--- src/rtl/nibble_serial_adder_ctrl_pkg.sv ---
// Shared definitions for the nibble-serial adder: slice width and controller state encoding.
package nibble_serial_adder_ctrl_pkg;

  localparam int NIBBLE_W = 4;

  typedef enum logic [1:0] {
    IDLE = 2'd0,
    RUN  = 2'd1,
    DONE = 2'd2
  } state_t;

endpackage

--- src/rtl/nibble_serial_adder_ctrl_nibble_adder.sv ---
// 4-bit ripple slice (four chained full adders) shared by every nibble of the serial adder.
module full_adder (
  input  logic a,
  input  logic b,
  input  logic cin,
  output logic sum,
  output logic cout
);

  assign sum  = a ^ b ^ cin;
  assign cout = (a & b) | (cin & (a ^ b));

endmodule

module nibble_adder
  import nibble_serial_adder_ctrl_pkg::*;
(
  input  logic [NIBBLE_W-1:0] a,
  input  logic [NIBBLE_W-1:0] b,
  input  logic                cin,
  output logic [NIBBLE_W-1:0] sum,
  output logic                cout
);

  logic [NIBBLE_W:0] carry_chain;

  assign carry_chain[0] = cin;
  assign cout           = carry_chain[NIBBLE_W];

  for (genvar i = 0; i < NIBBLE_W; i++) begin : g_bit
    full_adder u_fa (
      .a    (a[i]),
      .b    (b[i]),
      .cin  (carry_chain[i]),
      .sum  (sum[i]),
      .cout (carry_chain[i+1])
    );
  end

endmodule

--- src/rtl/nibble_serial_adder_ctrl.sv ---
// Adds two WIDTH-bit operands one nibble per clock through a single 4-bit slice,
// LSB nibble first, with valid/ready handshakes on both sides.
module nibble_serial_adder_ctrl
  import nibble_serial_adder_ctrl_pkg::*;
#(
  parameter int WIDTH = 16
) (
  input  logic             clk,
  input  logic             rst,
  input  logic             in_valid,
  output logic             in_ready,
  input  logic [WIDTH-1:0] a,
  input  logic [WIDTH-1:0] b,
  input  logic             cin,
  output logic             out_valid,
  input  logic             out_ready,
  output logic [WIDTH-1:0] sum,
  output logic             cout,
  output logic             busy
);

  localparam int NIBBLES = WIDTH / NIBBLE_W;
  localparam int IDX_W   = (NIBBLES > 1) ? $clog2(NIBBLES) : 1;
  localparam logic [IDX_W-1:0] LAST_IDX = IDX_W'(NIBBLES - 1);

  state_t             state;
  state_t             state_next;
  logic [WIDTH-1:0]   a_reg;
  logic [WIDTH-1:0]   b_reg;
  logic [WIDTH-1:0]   sum_reg;
  logic               cout_reg;
  logic               carry;
  logic [IDX_W-1:0]   idx;
  logic [NIBBLE_W-1:0] slice_a;
  logic [NIBBLE_W-1:0] slice_b;
  logic [NIBBLE_W-1:0] slice_sum;
  logic               slice_cout;
  logic               last_nibble;

  assign slice_a     = a_reg[int'(idx) * NIBBLE_W +: NIBBLE_W];
  assign slice_b     = b_reg[int'(idx) * NIBBLE_W +: NIBBLE_W];
  assign last_nibble = (idx == LAST_IDX);

  nibble_adder u_slice (
    .a    (slice_a),
    .b    (slice_b),
    .cin  (carry),
    .sum  (slice_sum),
    .cout (slice_cout)
  );

  always_ff @(posedge clk or posedge rst) begin
    if (rst) begin
      state <= IDLE;
    end else begin
      state <= state_next;
    end
  end

  // The unused encoding 2'd3 falls to the default and recovers to IDLE.
  always_comb begin
    state_next = state;
    case (state)
      IDLE:    if (in_valid)    state_next = RUN;
      RUN:     if (last_nibble) state_next = DONE;
      DONE:    if (out_ready)   state_next = IDLE;
      default: state_next = IDLE;
    endcase
  end

  always_comb begin
    in_ready  = 1'b0;
    out_valid = 1'b0;
    busy      = 1'b0;
    case (state)
      IDLE:    in_ready  = 1'b1;
      RUN:     busy      = 1'b1;
      DONE: begin
        out_valid = 1'b1;
        busy      = 1'b1;
      end
      default: ;
    endcase
  end

  always_ff @(posedge clk or posedge rst) begin
    if (rst) begin
      a_reg    <= '0;
      b_reg    <= '0;
      sum_reg  <= '0;
      cout_reg <= 1'b0;
      carry    <= 1'b0;
      idx      <= '0;
    end else begin
      case (state)
        IDLE: begin
          if (in_valid) begin
            a_reg   <= a;
            b_reg   <= b;
            carry   <= cin;
            idx     <= '0;
            sum_reg <= '0;
          end
        end
        RUN: begin
          sum_reg[int'(idx) * NIBBLE_W +: NIBBLE_W] <= slice_sum;
          carry <= slice_cout;
          if (last_nibble) begin
            idx      <= '0;
            cout_reg <= slice_cout;
          end else begin
            idx <= idx + 1'b1;
          end
        end
        default: ;
      endcase
    end
  end

  assign sum  = sum_reg;
  assign cout = cout_reg;

endmodule
--- config.mk ---
export PLATFORM = sky130hd
export DESIGN_NAME = nibble_serial_adder_ctrl
export DESIGN_NICKNAME = d
export VERILOG_FILES = /design/src/rtl/nibble_serial_adder_ctrl_pkg.sv /design/src/rtl/nibble_serial_adder_ctrl_nibble_adder.sv /design/src/rtl/nibble_serial_adder_ctrl.sv
export SDC_FILE = /design/constraint.sdc
export NUM_CORES = 1
export LEC_CHECK = 0
export CAP_MARGIN = 5
export CORE_ASPECT_RATIO = 1.2
export CORE_UTILIZATION = 50
export CTS_BUF_LIST = sky130_fd_sc_hd__clkbuf_4
export DETAILED_ROUTE_END_ITERATION = 8
export HOLD_SLACK_MARGIN = 0.05
export MAX_ROUTING_LAYER = met4
export PLACE_DENSITY = 0.85
export SYNTH_ARGS = -nofsm -noshare
export SYNTH_HDL_FRONTEND = slang
export SYNTH_HIERARCHICAL = 1
export SYNTH_SLANG_ARGS = --single-unit
--- constraint.sdc ---
create_clock -name clk -period 9.8 [get_ports clk]
set_clock_uncertainty 0.15 [all_clocks]
set_input_delay 1.96 -clock clk [delete_from_list [all_inputs] [get_ports clk]]
set_output_delay 1.96 -clock clk [all_outputs]
set_load 0.02 [all_outputs]
### After elaboration in Yosys (flattened, before gate mapping)

Index checks and enable logic that the tools add are counted.

| storage, ports and cells | value |
|---|---|
| register bits after elaboration | 54 |
| bits of input ports | 37 |
| output and inout port bits | 20 |
| logic and storage cells | 61 |

| operators by class | value |
|---|---|
| add/subtract/negate cells | 2 |
| equal/unequal tests | 6 |
| shift-type cells | 4 |
| multiplexer cells | 15 |
| bitwise logic cells | 20 |
| reductions and logical operators | 7 |

Operators by type and width:

| operator | number |
|---|---|
| 4-bit negator with 33-bit output | 1 |
| 4-bit by 33-bit variable shift with 16-bit output (first input constant) | 1 |
| 4-bit by 33-bit indexed part select with 16-bit output | 1 |
| 16-bit case mux with 2 select lines | 1 |
| 16-bit by 5-bit indexed part select with 4-bit output | 2 |
| 16-bit bitwise mux | 1 |
| 16-bit two-way mux | 1 |
| 2-bit two-way mux | 5 |
| 1-bit AND | 8 |
| 1-bit bitwise XOR | 8 |
| 2-bit != test (second input constant) | 3 |
| 2-bit case mux with 3 select lines | 1 |
| 2-bit AND reduction | 3 |
| 2-bit == test (second input constant) | 2 |
| 1-bit two-way mux | 4 |
| 1-bit bitwise OR | 4 |
| 2-bit case mux with 2 select lines | 1 |
| 3-bit AND reduction | 1 |
| 2-bit by 1-bit adder with 2-bit output (second input constant) | 1 |
| 2-bit by 1-bit == test with 1-bit output (second input constant) | 1 |
| 2-bit logical NOT | 1 |
| 1-bit case mux with 2 select lines | 1 |
| 2-bit nonzero test | 1 |
| 2-bit OR reduction | 1 |

### Logic depth before layout (Yosys ltp)

Gate-level depths: netlist of the first run.

| depth | value |
|---|---|
| depth after elaboration | 12 |
| depth in mapped cells | 10 |

### Cells and area by module

The synthesis of the first run kept the hierarchy.

By module, submodules not included:

| module | instances | cells each | area each (um^2) | sequential area each (um^2) |
|---|---|---|---|---|
| nibble_serial_adder_ctrl | 1 | 183 | 2,529.9 | 1,351.3 |
| full_adder | 4 | 1 | 20.0 | 0.0 |

### Least setup slack after synthesis of the first run

No wires, ideal clock.

| timing | value |
|---|---|
| path type | register to register |
| from | register idx[1] |
| to | register sum_reg[7], in the netlist sum[7] |
| arrival time | 3.369 ns |
| required time | 9.522 ns |
| setup slack | 6.153 ns |
| stages on the path, launching flop included | 10 |
| path buffers | 1 |
| cells stage by stage | dfrtp_1 -> clkbuf_1 -> mux4_2 -> fa_1 -> fa_1 -> fa_1 -> fa_1 -> nand3_1 -> nor2_1 -> mux2_1 |

| on the way | value |
|---|---|
| cells in the longest elaborated chain, start to end | 12 |
| elaborated cells between the ends (all ways) | 24 |

RTL lines:

| item | line | RTL |
|---|---|---|
| from (decl) | nibble_serial_adder_ctrl.sv:33 | `logic [IDX_W-1:0] idx;` |
| from (signal assigned) | nibble_serial_adder_ctrl.sv:112 | `idx <= idx + 1'b1;` |
| 16-bit by 5-bit indexed part select with 4-bit output * | nibble_serial_adder_ctrl.sv:40 | `assign slice_a = a_reg[int'(idx) * NIBBLE_W +: NIBBLE_W];` |
| named net slice_a[0] | nibble_serial_adder_ctrl.sv:34 | `logic [NIBBLE_W-1:0] slice_a;` |
| 1-bit bitwise XOR | nibble_serial_adder_ctrl_nibble_adder.sv:11 | `assign cout = (a & b) \| (cin & (a ^ b));` |
| 1-bit AND | nibble_serial_adder_ctrl_nibble_adder.sv:11 |  |
| 1-bit bitwise OR * | nibble_serial_adder_ctrl_nibble_adder.sv:11 |  |
| named net u_slice.carry_chain[1] | nibble_serial_adder_ctrl_nibble_adder.sv:25 | `logic [NIBBLE_W:0] carry_chain;` |
| 1-bit AND * | nibble_serial_adder_ctrl_nibble_adder.sv:11 |  |
| 1-bit bitwise OR * | nibble_serial_adder_ctrl_nibble_adder.sv:11 |  |
| named net u_slice.carry_chain[2] | nibble_serial_adder_ctrl_nibble_adder.sv:25 |  |
| 1-bit AND * | nibble_serial_adder_ctrl_nibble_adder.sv:11 |  |
| 1-bit bitwise OR * | nibble_serial_adder_ctrl_nibble_adder.sv:11 |  |
| named net u_slice.carry_chain[3] | nibble_serial_adder_ctrl_nibble_adder.sv:25 |  |
| 1-bit bitwise XOR * | nibble_serial_adder_ctrl_nibble_adder.sv:10 | `assign sum = a ^ b ^ cin;` |
| named net slice_sum[3] | nibble_serial_adder_ctrl.sv:36 | `logic [NIBBLE_W-1:0] slice_sum;` |
| 4-bit by 33-bit indexed part select with 16-bit output * | nibble_serial_adder_ctrl.sv:106 | `sum_reg[int'(idx) * NIBBLE_W +: NIBBLE_W] <= slice_sum;` |
| 16-bit bitwise mux * | nibble_serial_adder_ctrl.sv:106 |  |
| 16-bit case mux with 2 select lines * | nibble_serial_adder_ctrl.sv:95 | `case (state)` |
| to (signal, indexed assignment) | nibble_serial_adder_ctrl.sv:106 |  |
| to (decl) | nibble_serial_adder_ctrl.sv:30 | `logic [WIDTH-1:0] sum_reg;` |

Mark *: on every way through the listed nets, which the timed path passes. The rest lies on a longest branch.
A chain may end at the register's enable or synchronous reset.

### Worst setup path after layout of the first run

| timing | value |
|---|---|
| from | register state[0] |
| to | output in_ready |

| on the way | value |
|---|---|
| cells in the longest elaborated chain, start to end | 2 |

RTL lines:

| item | line | RTL |
|---|---|---|
| from (decl) | nibble_serial_adder_ctrl.sv:26 | `state_t state;` |
| from (signal assigned) | nibble_serial_adder_ctrl.sv:56 | `state <= state_next;` |
| 2-bit logical NOT | nibble_serial_adder_ctrl.sv:75 | `case (state)` |
| 1-bit two-way mux | nibble_serial_adder_ctrl.sv:75 |  |
| to (decl) | nibble_serial_adder_ctrl.sv:11 | `output logic in_ready,` |

No other way between the ends.

==> flow_summary.json, run 1 <==
{
  "total_power_mw": 1.01,
  "drcViolationCount": 0,
  "setup_tns_ns": 0,
  "grt_antenna_before_repair": 0,
  "pre_cts_slack_ns": 6.04,
  "grt_util_all_layers": 0.211,
  "wirelength_um": 4940,
  "startpoint_type": "flop",
  "critPathBufInv": 2,
  "netlist_area_um2": 2610,
  "max-slew-margin-rel": 0.281,
  "leakage_nw": 1.40,
  "startpoint": "state[0]",
  "nets": 295,
  "nFillCells": 371,
  "cts_hold_buf": 0,
  "setup_slack_ns": 5.85,
  "cp_slowest_cell": "clkdlybuf4s50_1",
  "synth_cell_types": 30,
  "hpwl_um": 3770,
  "grt_pass1_wl_um": 8090,
  "cp_cell_sequence": "inv_1 > ha_1 > clkdlybuf4s50_1",
  "cts_root_buffer": "clkbuf_4",
  "period_share": 0.403,
  "multi_input_area_um2": 1190,
  "cts_buffers": 5,
  "detail_route.wl_per_cell_um": 16.2,
  "cts_setup_buffers": 0,
  "grt_max_degree": 55,
  "portBuffers": 56,
  "cp_max_fo": 6,
  "hold_viol": 0,
  "r2r_slack_ns": 6.01,
  "cts.sinks": 54,
  "vias": 1678,
  "crit_family": "buffers and inverters",
  "worst_slew_pin_slew_ns": 1.08,
  "cts_tree": "built",
  "num_antenna_cells": 0,
  "first_pass_iters": 4,
  "synth_fp_nets": 237,
  "reg2reg_from": "idx[1]",
  "finalNonFillerCells": 305,
  "regArea_um2": 1350,
  "dieArea_um2": 5510,
  "layout-drive-gt1-share": 0.0980,
  "hold_end": "sum[4]",
  "core_um2": 4970,
  "timing.rr.end": "sum[7]",
  "rsz0062_at_grt": "no",
  "layout_commonest_cell": "clkdlybuf4s50_1",
  "crit_arrival_ns": 1.84,
  "synth_cells": 187,
  "fp-row-count": 28,
  "reg2reg_depth": 8,
  "hold_start": "sum[4]",
  "min_period_ns": 3.95,
  "start_util": 0.525,
  "dp_cells": 298,
  "criticalPathCategory": "reg2out",
  "syn_avg_cell_area_um2": 14.0,
  "htreeDepth": 2,
  "final_cell_area_um2": 3300,
  "dpl_cell_area_um2": 3230,
  "min_path_cells": 1,
  "slowest_delay_ns": 0.66,
  "gp_congestion": 0.841,
  "whs_ns": 0.351,
  "timing.final.max_slew_violations": 0,
  "power_density_nw_per_um2": 306,
  "final_cell_mix": "clkdlybuf4s50_1 (56), dfrtp_1 (54), mux2_1 (41)",
  "cts_buffer_depth": 2,
  "required_ns": 7.69,
  "finalSetupViolations": 0,
  "synthToLayoutAreaGrowth_pct": 26.4,
  "seq_area_frac_synth": 0.518,
  "final_core_util": 0.663,
  "vias_per_cell": 5.50,
  "fmax_mhz": 253,
  "async_reset_ff_frac": 1.00,
  "synth_edf_count": 0,
  "cts-resized-gates": 0,
  "synthFlopType": "dfrtp_1",
  "overflow": 0,
  "outcome": "finished clean",
  "setup.worst_path.end_class": "output pin",
  "drtIter0Drc": 66,
  "maxCapViolations": 0,
  "yosysWarnings": 6,
  "clkTransAtPathRegs_ns": 0.15,
  "hold_class": "reg2reg",
  "ios": 57,
  "die_h_um": 81.1,
  "die_w_um": 68.0,
  "first_global_vias": 1737,
  "ir_drop_mv": 0.173,
  "clkLatencyLatePin_ns": 0.37,
  "drtAntennaViolNets": 0,
  "ys_ff_latch": 54
}
cells by family after synthesis:
logic type                 Yosys count  synth area share
and+or+nand+nor                     34            0.0671
AOI/OAI and AO/OA                   17            0.0561
muxes                               52             0.258
DFF                                 54             0.518
adders and majority gates           13            0.0738
buffers and inverters               17            0.0273
layout make-up:
cell class	instances	area share
clock buffers	5	0.0114
clock inverters	2	0.0102
inverters	10	0.0114
multi-input cells	116	0.360
flip-flops and latches	54	0.410
well taps	60	0.0228
repair buffers	58	0.175
per-layer routing:
| layer | GRT usage | share of wire | up-vias |
|---|---|---|---|
| li1 | - | - | 789 |
| met1 | 0.230 | 0.38 | 833 |
| met2 | 0.371 | 0.56 | 46 |
| met3 | 0.0435 | 0.039 | 10 |
| met4 | 0.0792 | 0.021 | 0 |
| met5 | - | 0 | - |
where the power goes:
part / switching [mW] / internal, mW
registers: 0.0532 / 0.309
logic: 0.284 / 0.245
clock network: 0.0662 / 0.0517
synthesized netlist by cell type (2+ instances only):
cell | n | share of area
a22o_1 | 4 | 0.013
mux2i_1 | 2 | 0.0077
ha_1 | 9 | 0.043
nand2_1 | 9 | 0.013
nand3_1 | 8 | 0.015
mux2_1 | 41 | 0.18
o2bb2ai_1 | 3 | 0.010
fa_1 | 4 | 0.031
dfrtp_1 | 54 | 0.52
nor4_1 | 2 | 0.0048
o21ai_1 | 2 | 0.0038
mux4_2 | 8 | 0.069
a21oi_2 | 2 | 0.0067
nor3_1 | 3 | 0.0058
buf_2 | 6 | 0.012
nor2_1 | 4 | 0.0058
nand2b_1 | 4 | 0.0096
a31oi_1 | 2 | 0.0048
inv_1 | 9 | 0.013
worst max-delay path by stage:
stage               end  slack, ns  depth (start not counted)
2_1_floorplan    sum[7]       6.15                          9
3_3_place_gp     sum[7]       6.13                          8
3_5_place_dp     sum[7]       6.04                          8
4_1_cts        in_ready       5.82                          3
5_1_grt        in_ready       5.75                          3
6_report       in_ready       5.85                          3
worst register-to-register path, delay by kind of cell, from the launching register on:
kind	cells	cell delay (ns)
fa+ha+maj	4	1.77
flops	1	0.71
mux	2	0.90
simple gates	2	0.16
Power figures use the tool's default switching activity.
==> run 2, diff against run 1 <==
Settings changed: CORE_UTILIZATION 50 to 47, PLACE_DENSITY 0.85 to 0.84.
Clock period 9.8 ns to 3.2 ns, I/O delays scaled along.
==> run 2 against run 1 <==
Die area is 6.2% higher. Non-clock buffer count grew 6. Critical path depth up 5. Combinational power grew to 3.4 times the previous value. Power rose to 3.3 times the previous value. Via count rose by 1.3%. Sequential power grew to 3.0 times the previous value. Clock power grew to 3.8 times the previous value. Global-route usage shrank 1.7 points. Worst setup slack worse by 5.8 ns. Critical path type is now reg2reg.
==> flow_summary.json, run 2 (synthesis results as in run 1) <==
{
  "cts_buffer_depth": 2,
  "reg2reg_depth": 8,
  "slowest_delay_ns": 0.57,
  "finalNonFillerCells": 314,
  "detail_route.wl_per_cell_um": 15.6,
  "cts_tree": "built",
  "synthToLayoutAreaGrowth_pct": 30.8,
  "clkTransAtPathRegs_ns": 0.15,
  "startpoint": "idx[0]",
  "required_ns": 3.37,
  "timing.final.max_slew_violations": 0,
  "min_period_ns": 3.14,
  "core_um2": 5330,
  "start_util": 0.489,
  "first_global_vias": 1802,
  "overflow": 0,
  "critPathBufInv": 0,
  "finalSetupViolations": 0,
  "hpwl_um": 3770,
  "cts_hold_buf": 0,
  "outcome": "finished clean",
  "r2r_slack_ns": 0.06,
  "maxCapViolations": 0,
  "cp_max_fo": 3,
  "vias": 1699,
  "htreeDepth": 2,
  "drcViolationCount": 0,
  "power_density_nw_per_um2": 969,
  "grt_pass1_wl_um": 8690,
  "gp_congestion": 0.844,
  "crit_family": "adder cells",
  "grt_max_degree": 43,
  "startpoint_type": "flop",
  "criticalPathCategory": "reg2reg",
  "period_share": 0.980,
  "crit_arrival_ns": 3.31,
  "reg2reg_from": "idx[0]",
  "die_w_um": 70.0,
  "leakage_nw": 1.45,
  "cts_buffers": 5,
  "num_antenna_cells": 0,
  "cp_slowest_cell": "fa_2",
  "hold_viol": 0,
  "critical_path_depth": 8,
  "rsz0062_at_grt": "yes",
  "setup.worst_path.end_class": "flop",
  "hold_class": "reg2reg",
  "layout-drive-gt1-share": 0.155,
  "final_cell_area_um2": 3410,
  "clkLatencyLatePin_ns": 0.36,
  "die_h_um": 83.6,
  "first_pass_iters": 4,
  "layout_commonest_cell": "clkdlybuf4s50_1",
  "fmax_mhz": 319,
  "max-slew-margin-rel": 0.443,
  "cp_cell_sequence": "mux4_2 > fa_2 > fa_2 > fa_2 > fa_2 > nand2_1 > nor3_2 > mux2_4",
  "total_power_mw": 3.31,
  "drtIter0Drc": 108,
  "cts.sinks": 54,
  "setup_tns_ns": 0,
  "final_cell_mix": "clkdlybuf4s50_1 (56), dfrtp_1 (54), mux2_1 (39)",
  "drtAntennaViolNets": 0,
  "vias_per_cell": 5.41,
  "nets": 301,
  "fp-row-count": 29,
  "cts_setup_buffers": 0,
  "whs_ns": 0.356,
  "crit_top_cell": "fa_2",
  "grt_antenna_before_repair": 0,
  "dieArea_um2": 5860,
  "wirelength_um": 4890,
  "crit_end": "sum[11]",
  "portBuffers": 56,
  "grt_util_all_layers": 0.194,
  "ios": 57,
  "ir_drop_mv": 0.533,
  "timing.rr.end": "sum[11]",
  "worst_slew_pin_slew_ns": 0.834,
  "dpl_cell_area_um2": 3290,
  "cts_root_buffer": "clkbuf_4",
  "dp_cells": 306
}
[run 2: cell types whose count changed in the layout (fill, tap and decap cells not counted), sizes merged]
cell / before / now
bufinv: 1 / 2
buf: 2 / 8
[run 2: timing repair]
action | CTS | global route
resized for setup | 0 | 7
pin swaps | 1 | 2
setup endpoints to repair | 1 | 3
[run 2: worst min-delay path by stage]
stage                   start        end  slack [ns]  cells past startpoint
CTS                    sum[9]     sum[9]        0.36                      1
floorplan           a_reg[10]  a_reg[10]        0.31                      1
global route        a_reg[13]  a_reg[13]        0.38                      1
finish               a_reg[1]   a_reg[1]        0.36                      1
global placement    a_reg[12]  a_reg[12]        0.32                      1
detailed placement    sum[13]    sum[13]        0.33                      1
[run 2: layout make-up]
cell class,instances,area [µm²]
Clock buffer,5,37.5
Tap cell,62,77.6
Sequential cell,54,1350
Timing Repair Buffer,64,632
Fill cell,409,1920
Multi-Input combinational cell,116,1210
Clock inverter,3,63.8
Inverter,10,37.5
[run 2: routing by layer]
metal  vias up  share of wire  GRT usage
li1        807              -          -
met1       833           0.42      0.240
met2        46           0.52      0.316
met3        13          0.038     0.0399
met4         0          0.021     0.0655
met5         -              0          -
[run 2: per-stage QoR]
| stage | util | worst slack, ns |
|---|---|---|
| global route | 0.640 | -0.0384 |
| CTS | 0.635 | 0.00376 |
| detailed placement | 0.616 | 0.000650 |
| finish | 0.640 | 0.0646 |
| global placement | 0.616 | 0.0367 |
| floorplan | - | -0.139 |
[run 2: where the power goes]
| part | switching (mW) | internal, mW | leakage [nW] | total [mW] |
|---|---|---|---|---|
| Sequential | 0.142 | 0.945 | 0.674 | 1.09 |
| Clock | 0.202 | 0.241 | 0.0528 | 0.443 |
| Combinational | 0.899 | 0.881 | 0.719 | 1.78 |
| Total | 1.24 | 2.07 | 1.45 | 3.31 |
